File: config.mk
export PLATFORM = sky130hd
export DESIGN_NAME = mac_dot_seq
export DESIGN_NICKNAME = d
export VERILOG_FILES = /design/src/rtl/mac_dot_seq.sv
export SDC_FILE = /design/constraint.sdc
export NUM_CORES = 1
export LEC_CHECK = 0
export BUFFER_PORTS_ARGS = -buffer_cell sky130_fd_sc_hd__buf_2
export CAP_MARGIN = 20
export CORE_MARGIN = 1
export CORE_UTILIZATION = 41
export DETAILED_ROUTE_END_ITERATION = 8
export GPL_ROUTABILITY_DRIVEN = 0
export PLACE_DENSITY_LB_ADDON = 0.05
export SLEW_MARGIN = 20
export SYNTH_ARGS = -nofsm -noshare
export SYNTH_HDL_FRONTEND = slang
export SYNTH_SLANG_ARGS = --single-unit
File: constraint.sdc
create_clock -name clk -period 2.1 [get_ports clk]
set_input_delay 0.105 -clock clk [delete_from_list [all_inputs] [get_ports clk]]
set_output_delay 0.105 -clock clk [all_outputs]
set_load 0.01 [all_outputs]
File: src/rtl/mac_dot_seq.sv
// mac_dot_seq: initiator for the 16-bit MAC datapath.
// Runs one dot-product job of `len` operand pairs through an external MAC:
// clears the accumulator, streams exactly `len` accepted pairs into it,
// waits one cycle for the MAC register to settle, then captures the
// accumulator as `result` with a one-cycle `done` pulse.
//
// Ports:
//   clk       system clock, rising edge
//   rst       asynchronous active-low reset
//   start     job request, sampled only while idle
//   len       number of operand pairs, sampled with start (0 = empty job)
//   in_valid  upstream operand pair valid
//   in_ready  pair accepted this cycle when in_valid is also high
//   in_a      operand A (two's complement)
//   in_b      operand B (two's complement)
//   mac_a     operand A to MAC (zero unless a pair is accepted)
//   mac_b     operand B to MAC (zero unless a pair is accepted)
//   mac_clr   active-high clear to MAC (also asserted during reset)
//   mac_op    registered accumulator from MAC
//   busy      job in progress
//   done      one-cycle pulse, result valid
//   result    captured accumulator, held until the next capture
module mac_dot_seq #(
    parameter int unsigned LEN_W = 8,
    parameter int unsigned DW    = 16
) (
    input  logic             clk,
    input  logic             rst,
    input  logic             start,
    input  logic [LEN_W-1:0] len,
    input  logic             in_valid,
    output logic             in_ready,
    input  logic [DW-1:0]    in_a,
    input  logic [DW-1:0]    in_b,
    output logic [DW-1:0]    mac_a,
    output logic [DW-1:0]    mac_b,
    output logic             mac_clr,
    input  logic [DW-1:0]    mac_op,
    output logic             busy,
    output logic             done,
    output logic [DW-1:0]    result
);

    typedef enum logic [1:0] {
        IDLE,
        CLEAR,
        FEED,
        DRAIN
    } state_t;

    state_t           state;
    state_t           stateNext;
    logic [LEN_W-1:0] count;
    logic             accept;
    logic             lastAccept;

    assign accept     = in_valid & in_ready;
    assign lastAccept = accept && (count == LEN_W'(1));

    // State register
    always_ff @(posedge clk or negedge rst) begin
        if (!rst) begin
            state <= IDLE;
        end else begin
            state <= stateNext;
        end
    end

    // Next-state logic
    always_comb begin
        stateNext = state;
        case (state)
            IDLE:  if (start && (len != '0)) stateNext = CLEAR;
            CLEAR: stateNext = FEED;
            FEED:  if (lastAccept) stateNext = DRAIN;
            DRAIN: stateNext = IDLE;
            default: stateNext = IDLE;
        endcase
    end

    // Job counter, result capture and done pulse
    always_ff @(posedge clk or negedge rst) begin
        if (!rst) begin
            count  <= '0;
            result <= '0;
            done   <= 1'b0;
        end else begin
            done <= 1'b0;
            case (state)
                IDLE: begin
                    if (start) begin
                        if (len != '0) begin
                            count <= len;
                        end else begin
                            // Empty job completes immediately with a zero sum.
                            result <= '0;
                            done   <= 1'b1;
                        end
                    end
                end
                FEED: begin
                    if (accept) count <= count - LEN_W'(1);
                end
                DRAIN: begin
                    // MAC register has absorbed the final product by now.
                    result <= mac_op;
                    done   <= 1'b1;
                end
                default: ;
            endcase
        end
    end

    // Outputs. mac_clr follows reset combinationally so the MAC clears with us.
    always_comb begin
        in_ready = (state == FEED);
        busy     = (state != IDLE);
        mac_clr  = ~rst | (state == CLEAR);
        mac_a    = '0;
        mac_b    = '0;
        // Stalled cycles feed zeros so the accumulator adds nothing.
        if (accept) begin
            mac_a = in_a;
            mac_b = in_b;
        end
    end

endmodule

==> metrics.md, run 1 <==
| Metric | Value |
|---|---|
| Total Wirelength | 4.30 mm |
| Master of the slowest instance on the critical path | or4_1 |
| RSZ-0062 raised after global routing | false |
| Proportion of layout cells with a drive suffix above 1 | slightly above 50% |
| Reg2reg end | count[0] |
| Clock transition at the registers of the reported paths | 0.08 ns |
| Max-Cap Viols | 0 |
| Endpoint class of the critical path | flop |
| Worst Path Class, Setup | reg2reg |
| Hold Path Stages | 2 |
| Detailed router's first-iteration violation count | 77 |
| Clock latency reported for the late side of the worst-skew pair | 0.26 ns |
| Post-Route Setup TNS | 0 ns |
| Synth Net Count | 230 |
| Max-slew violation count | 0 |
| GR Util met2 | a little over a third |
| Number of endpoints failing setup at the final stage | 0 |
| Path depth of the worst reg2reg path | 6 |
| Number of distinct library cell variants in the gate-level netlist after synthesis | 37 |
| Wire length of the first global-routing pass | 6.71 mm |
| Crit path buf inv count | 2 |
| Total core area | around 3700 um2 |
| Library cell with the largest summed area after synthesis | dfrtp_1 |
| First-pass DRT Iterations | 4 |
| Ordered list of cells on the worst path | inv_1, ha_1, inv_1, or4_1, o2111ai_1, o21ai_1 |
| Average wire per cell in the routed design | around 13 um |
| Starting density of the core | between 40% and 50% |
| Maximum resistive drop on vdd | 0.502 mV |
| Warnings from Yosys | 0 |
| Port-buffer cells | 111 |
| Critical path arrival | about 2.1 ns |
| Run status | finished, final reports clean |
| Flop pwr share | about 33% |
| Number of sinks driven by the clock tree | 27 |
| Worst reg-to-reg setup slack | 0.14 ns |
| Power density of the placed cells | 1280 nW/um2 |
| Most area-consuming cells after synthesis | dfrtp_1 (42%), and3_1 (12%), a22o_2 (9.9%), ha_1 (4.6%), a21oi_1 (2.8%) |
| Met3 usage in global routing | under 10% |
| Synth Cell Area | approximately 1600 um2 |
| Hold Fails Final Rpt | 0 |
| Crit share post-route | 93.3% |
| WHS Endpoint | result[3] |
| Sw Share | a little over two fifths |
| CTS Buf Count | 3 |
| Post-layout net count | between 300 and 400 |
| Share of synthesized area occupied by flip-flops and latches | between 40% and 50% |
| Via count of the routed design | 1675 |
| Worst Hold Slack | ~0.066 ns |
| Number of antenna repair diodes | 0 |
| Startpoint of the worst register-to-register path | state[0] |
| DRC violations left | 0 |
| Power Internal | 0.00167 W |
| Buffers from clock root to sink, at most | 2 |
| Die span in y | ~65 um |
| Total congestion overflow after global routing | 0 |
| Area share of the leading cell type in the synthesized netlist | about two fifths |
| IO Count | ~110 |
| Kind of launch point of the worst setup path | flop |
| Worst Path Required | about 2.2 ns |
| Leakage component of the power | around 1.3 nW |
| Met1 demand-to-capacity share in global routing | 25.6% |
| Largest delay contributor family on the critical path | simple AND/OR/NAND/NOR gates |
| Most crowded layer after global routing | met2 |
| Max Freq | roughly 500 MHz |
| Portion of total power attributed to the clock network | 9.8% |
| Setup fix buffers added after clock tree synthesis | 0 |
| Area after DPL | around 2200 um2 |
| Post-DP HPWL | 3.25 mm |
| Clock Skews | between 0.002 and 0.0025 ns |
| H-tree depth | 1 |
| Via count of the first global-routing pass | approximately 1500 |
| Core Rows | 22 |
| TritonCTS clock tree | done |
| Non-Filler Cell Area, Final | 2260 um2 |
| Area grow syn2layout | 39.4% |
| Remaining antenna violation count after routing | 0 |
| Total die area | ~4200 um2 |
| Clock root buffer | clkbuf_8 |
| Routed via count divided by cell count | approximately 5.2 |
| Maximum number of pins on one net before global-route repair | 35 |
| Normalized max-slew margin | 50.8% |
| Pre-CTS WS | 0.00609 ns |
| Switching power | between 0.001 and 0.0015 W |
| Initial antenna violation count | 0 |
| Post-layout minimum cycle time | roughly 2.0 ns |
| Maximum fanout along the worst path | 8 |
| Longest individual stage delay on the worst path | 0.70 ns |
| Combinational share of power | between 50% and 60% |
| Crit path top cell by count | inv_1 |
| Total global-route track usage | just over 20% |
| Final setup slack of the worst path | 0.140 ns |
| Mean area per synthesized cell | approximately 9.9 um2 |
| Class of the worst hold path | in2reg |
| Post-synthesis instance total | ~160 |
| Start point of the worst hold path | mac_op[3] |
| Transition at the pin with the smallest max-transition slack | 0.738 ns |
| Register bit count reported by yosys | 27 |
| Die width | between 60 and 70 um |
[cells in the mapped netlist]
| master | n |
|---|---|
| and3_1 | 32 |
| nand3_1 | 3 |
| nand2_1 | 4 |
| a21oi_1 | 9 |
| nor4b_1 | 1 |
| a22o_2 | 16 |
| a21o_1 | 2 |
| ha_1 | 6 |
| nor3_1 | 4 |
| o21ai_1 | 2 |
| nor4_4 | 1 |
| a221oi_1 | 1 |
| a41o_1 | 1 |
| nor2b_1 | 1 |
| and2_1 | 1 |
| or4_4 | 1 |
| buf_12 | 1 |
| buf_2 | 1 |
| nor3b_1 | 1 |
| a31oi_1 | 6 |
| nand2b_1 | 4 |
| buf_6 | 2 |
| mux2_2 | 1 |
| clkbuf_1 | 9 |
| nand4_1 | 1 |
| nor4_1 | 2 |
| mux2i_1 | 1 |
| or4_1 | 1 |
| a22oi_2 | 1 |
| dfrtp_1 | 27 |
| o41ai_1 | 1 |
| o21ai_0 | 4 |
| inv_1 | 9 |
| o2111ai_1 | 2 |
| nor2_1 | 3 |
| o22a_1 | 1 |
| or3_1 | 1 |
[layer usage]
metal,vias up,routed length [um]
li1,835,-
met2,74,2070
met1,764,1920
met4,0,14
met5,-,0
met3,2,295
[flip-flops by register name (all words and copies together), names as in the netlist]
signal and count:
done 1, count 8, result 16, state 2
[cells by family (layout without fill, tap and decap cells)]
| logic type | after synthesis | count (layout) | share of synthesized area (%) |
|---|---|---|---|
| AND/OR/NAND/NOR | 61 | 61 | 23.5 |
| AO/OA/AOI/OAI | 46 | 46 | 21.8 |
| flip-flops | 27 | 27 | 41.7 |
| buffers and inverters | 22 | 131 | 7.10 |
| adder cells (fa/ha/maj) | 6 | 6 | 4.63 |
| multiplexers | 2 | 2 | 1.31 |
[metrics by stage]
stage,power (W),cells,utilization [%]
6_report,0.00289,321,60.8
4_1_cts,0.00292,321,60.8
5_1_grt,0.00314,321,60.8
3_3_place_gp,0.00259,316,59.2
3_5_place_dp,0.00261,316,59.2
2_1_floorplan,0.00210,164,-
[repair_timing]
item                                    in CTS  in global routing
gates resized for setup                      1                  0
hold endpoints to repair                    27                  0
endpoints found under the setup margin       1                  0
hold buffers                                 1                  0
[power by group through the flow]
stage                     clock [W]  sequential [W]  combinational (W)
after floorplan                   0         0.00102            0.00108
after global placement            0        0.000958            0.00163
after detailed placement          0        0.000969            0.00164
after CTS                  0.000293        0.000958            0.00166
after global routing       0.000312        0.000996            0.00183
final                      0.000285        0.000961            0.00165
[how the worst max path moves through the flow]
stage                        start  endpoint  slack [ns]  cells after the start
after global routing      state[1]  count[7]       0.009                      6
after global placement    state[0]  count[4]        0.11                      6
final                     state[0]  count[0]        0.14                      6
after floorplan           state[0]  count[2]        0.31                      6
after detailed placement  state[0]  count[6]       0.006                      6
after CTS                 state[0]  count[1]        0.14                      6
[layout make-up]
cell class | count | area [um2]
well taps | 48 | 60.1
multi-input cells | 115 | 836
inverters | 9 | 33.8
clock buffers | 4 | 45.0
flip-flops and latches | 27 | 676
fillers | 334 | 1460
repair buffers | 118 | 611
[layout by cell type, fill, tap and decap left out, types with 2 or more instances in the layout]
| cell | Yosys | final |
|---|---|---|
| o21ai_0 | 4 | 4 |
| buf_2 | 1 | 111 |
| o21ai_1 | 2 | 2 |
| nor2_1 | 3 | 3 |
| nand2_1 | 4 | 4 |
| ha_1 | 6 | 6 |
| clkbuf_8 | 0 | 3 |
| a31oi_1 | 6 | 6 |
| inv_1 | 9 | 9 |
| a22o_2 | 16 | 16 |
| buf_4 | 0 | 6 |
| a21oi_1 | 9 | 9 |
| nor4_1 | 2 | 2 |
| a21o_1 | 2 | 2 |
| and3_1 | 32 | 32 |
| nor3_1 | 4 | 3 |
| o2111ai_1 | 2 | 2 |
| nand2b_1 | 4 | 4 |
| nand3_1 | 3 | 3 |
| dfrtp_1 | 27 | 27 |
[worst register-to-register path, stage by stage, from the launching register on]
cell and delay, ns:
dfrtp_1 0.42, inv_1 0.09, ha_1 0.22, inv_1 0.12
or4_1 0.70, o2111ai_1 0.18, o21ai_1 0.09
Note: power is estimated with default switching activity, not from simulation.
==> inputs of run 2 (changes only) <==
--- a/config.mk
+++ b/config.mk
@@ -5,6 +5,7 @@
 export SDC_FILE = /design/constraint.sdc
 export NUM_CORES = 1
 export LEC_CHECK = 0
+export ABC_AREA = 1
 export BUFFER_PORTS_ARGS = -buffer_cell sky130_fd_sc_hd__buf_2
 export CAP_MARGIN = 20
 export CORE_MARGIN = 1
==> metrics.md, run 2 <==
| Metric | Value |
|---|---|
| Top library cells by usage in the layout, fill and taps aside | buf_2 (111), nand2_1 (55), inv_1 (44), nor2_1 (44), nand3_1 (30) |
| TritonCTS clock tree | done |
| Run status | finished, final reports clean |
| Starting density of the core | 44.1% (+0.45 points) |
| Warnings from Yosys | 0 (unchanged) |
| Detailed router's first-iteration violation count | 85 (+10%) |
| Die span in y | 68.5 um (+5.6%) |
| Normalized max-slew margin | 70.3% (+20 points) |
| Synth Net Count | 327 (+42%) |
| Maximum number of pins on one net before global-route repair | 33 (-5.7%) |
| Maximum fanout along the worst path | 32 (+24) |
| Setup fix buffers added after clock tree synthesis | 0 (unchanged) |
| Average wire per cell in the routed design | 11.3 um (-16%) |
| Path depth of the worst reg2reg path | 8 (+2) |
| Transition at the pin with the smallest max-transition slack | 0.445 ns (-0.293 ns) |
| Critical path arrival | 1.86 ns (-0.23 ns) |
| Hold Fails Final Rpt | 0 (unchanged) |
| Clock Skews | 0.00157 ns (-0.000872 ns) |
| Die width | 68.5 um (+5.6%) |
| Clock transition at the registers of the reported paths | 0.10 ns (+0.02 ns) |
| Via count of the first global-routing pass | 1828 (+18%) |
| Total core area | 4120 um2 (+11%) |
| Kind of launch point of the worst setup path | flop |
| Via count of the routed design | 1949 (+16%) |
| First-pass DRT Iterations | 4 (unchanged) |
| Worst reg-to-reg setup slack | 0.33 ns (+0.19 ns) |
| Worst Path Class, Setup | reg2out |
| Total Wirelength | 4.73 mm (+10%) |
| Cell types with the highest counts after synthesis | nand2_1 (55), inv_1 (44), nor2_1 (44), nand3_1 (30), dfrtp_1 (27) |
| Max-Cap Viols | 0 (unchanged) |
| Final setup slack of the worst path | 0.135 ns (-0.00515 ns) |
| Class of the worst hold path | in2reg |
| Start point of the worst hold path | mac_op[9] |
| Largest reg by FF count | result |
| Area grow syn2layout | 34.3% |
| Post-DP HPWL | 3.74 mm (+15%) |
| Register bit count reported by yosys | 27 (unchanged) |
| Number of sinks driven by the clock tree | 27 (unchanged) |
| Post-synthesis instance total | 261 (+59%) |
| Registers with the most flip-flops | result: 16 flops, count: 8 flops, state: 2 flops |
| Post-layout net count | 436 (+28%) |
| Number of antenna repair diodes | 0 (unchanged) |
| Crit share post-route | 93.6% (+0.25 points) |
| Mean area per synthesized cell | 6.95 um2 (-30%) |
| DRC violations left | 0 (unchanged) |
| Hold Path Stages | 3 (+1) |
| Most area-consuming cells after synthesis | dfrtp_1 (37%), nand2_1 (11%), inv_1 (9.1%), nor2_1 (9.1%), nand3_1 (8.3%) |
| Total global-route track usage | 21.5% (+1.3 points) |
| Max Freq | 509 MHz (-0.26%) |
| Synth Cell Area | 1810 um2 (+12%) |
| IO Count | 112 (unchanged) |
| CTS Buf Count | 3 (unchanged) |
| Post-Route Setup TNS | 0 ns (unchanged) |
| Max-slew violation count | 0 (unchanged) |
| Startpoint of the worst register-to-register path | state[0] |
| Total congestion overflow after global routing | 0 (unchanged) |
| Clock latency reported for the late side of the worst-skew pair | 0.27 ns (about the same) |
| Reg2reg end | count[0] |
| Total die area | 4690 um2 (+12%) |
| Port-buffer cells | 111 (unchanged) |
| Endpoint class of the critical path | output port |
| Largest register FFs | 16 (unchanged) |
| Remaining antenna violation count after routing | 0 (unchanged) |
| Number of enable-type register cells in the synthesized netlist | 0 (unchanged) |
| RSZ-0062 raised after global routing | false |
| Routed via count divided by cell count | 4.65 (-11%) |
| Proportion of layout cells with a drive suffix above 1 | 35.0% (-17 points) |
| WHS Endpoint | result[9] |
| Leakage component of the power | 1.54 nW (+15%) |
| Post-layout minimum cycle time | 1.96 ns (+0.00515 ns) |
| Post-synthesis async set-or-reset flop share | 100% (unchanged) |
| Initial antenna violation count | 0 (unchanged) |
| Core Rows | 23 (+4.5%) |
| Wire length of the first global-routing pass | 7.62 mm (+14%) |
| Area share of the leading cell type in the synthesized netlist | 37.2% (-4.4 points) |
| Worst Path Required | 2.00 ns (-0.24 ns) |
| Power density of the placed cells | 1250 nW/um2 (-2.2%) |
| Dominant register cell in the synthesized netlist | dfrtp_1 |
| Maximum resistive drop on vdd | 0.513 mV (+2.1%) |
| H-tree depth | 1 (unchanged) |
| Leading cell type by number of instances after synthesis | nand2_1 |
| Number of distinct library cell variants in the gate-level netlist after synthesis | 25 (-32%) |
| Share of synthesized area occupied by flip-flops and latches | 37.2% (-4.4 points) |
| Clock root buffer | clkbuf_8 |
| Most common library cell in the layout ignoring fill and taps | buf_2 |
| Library cell with the largest summed area after synthesis | dfrtp_1 |
| Pre-CTS WS | 0.224 ns (+0.218 ns) |
| Buffers from clock root to sink, at most | 2 (unchanged) |
| Number of endpoints failing setup at the final stage | 0 (unchanged) |
## run 2: changes by cell type after synthesis, sizes merged, moves of 5 or more
cell and delta:
a21oi -7, a22o -16, a31oi -6, and3 -32
buf +5, clkbuf -6, inv +37, nand2 +53
nand3 +27, nor2 +46, o211ai +16
## run 2: kinds of logic after synthesis
kind of cell | Yosys count | synth area share [%]
adders and majority gates | 6 | 4.14
and+or+nand+nor | 138 | 32.4
muxes | 1 | 0.552
xor gates and xnor gates | 1 | 0.483
AOI/OAI and AO/OA | 29 | 10.3
buffers and inverters | 59 | 14.8
DFF | 27 | 37.2
## run 2: routing by layer
| layer | track usage, % | share of wire, % |
|---|---|---|
| met2 | 36.9 | 48 |
| met5 | 0 | 0 |
| met3 | 4.11 | 7.8 |
| met4 | 6.77 | 0.72 |
| met1 | 26.9 | 43 |
## run 2: what timing repair did
action	4_1_cts	5_1_grt
hold buffers	1	0
setup endpoints to repair	0	5
endpoints found under the hold margin	27	0
resized for setup	0	1
## run 2: through the flow
stage          cell area (um2)  instances  power, W  hold slack (ns)  utilization (%)
6_report                  2440        419   0.00305           0.0505             59.2
5_1_grt                   2440        419   0.00339           0.0557             59.2
4_1_cts                   2430        419   0.00306           0.0470             59.1
3_5_place_dp              2370        414   0.00275            0.179             57.6
3_3_place_gp              2370        414   0.00272            0.175             57.6
2_1_floorplan             1810        261   0.00226           -0.191                -
## run 2: area by class of cell
class	count	area, um2
repair buffers	116	596
clock inverters	1	7.51
well taps	50	62.6
flip-flops and latches	27	676
fillers	426	1680
multi-input cells	175	875
inverters	47	179
clock buffers	3	41.3
## run 2: critical path: stages (launching register included)
cell	delay [ns]
dfrtp_1	0.41
inv_1	0.10
ha_1	0.44
nand2_1	0.10
buf_4	0.24
nor2_1	0.14
buf_2	0.15
## run 2: where the power goes
group	total, W	internal, W	switching [W]
registers	0.000945	0.000771	0.000174
clock network	0.000304	0.000135	0.000170
logic	0.00180	0.000679	0.00112
total	0.00305	0.00158	0.00146
## run 2: worst max-delay path by stage
stage | start | to | depth (start not counted) | slack (ns)
2_1_floorplan | state[0] | count[1] | 10 | 0.59
3_3_place_gp | state[0] | count[1] | 7 | 0.25
3_5_place_dp | state[0] | count[4] | 7 | 0.22
4_1_cts | state[0] | mac_b[8] | 6 | 0.12
5_1_grt | state[0] | mac_b[8] | 6 | 0.008
6_report | state[0] | mac_b[8] | 6 | 0.14
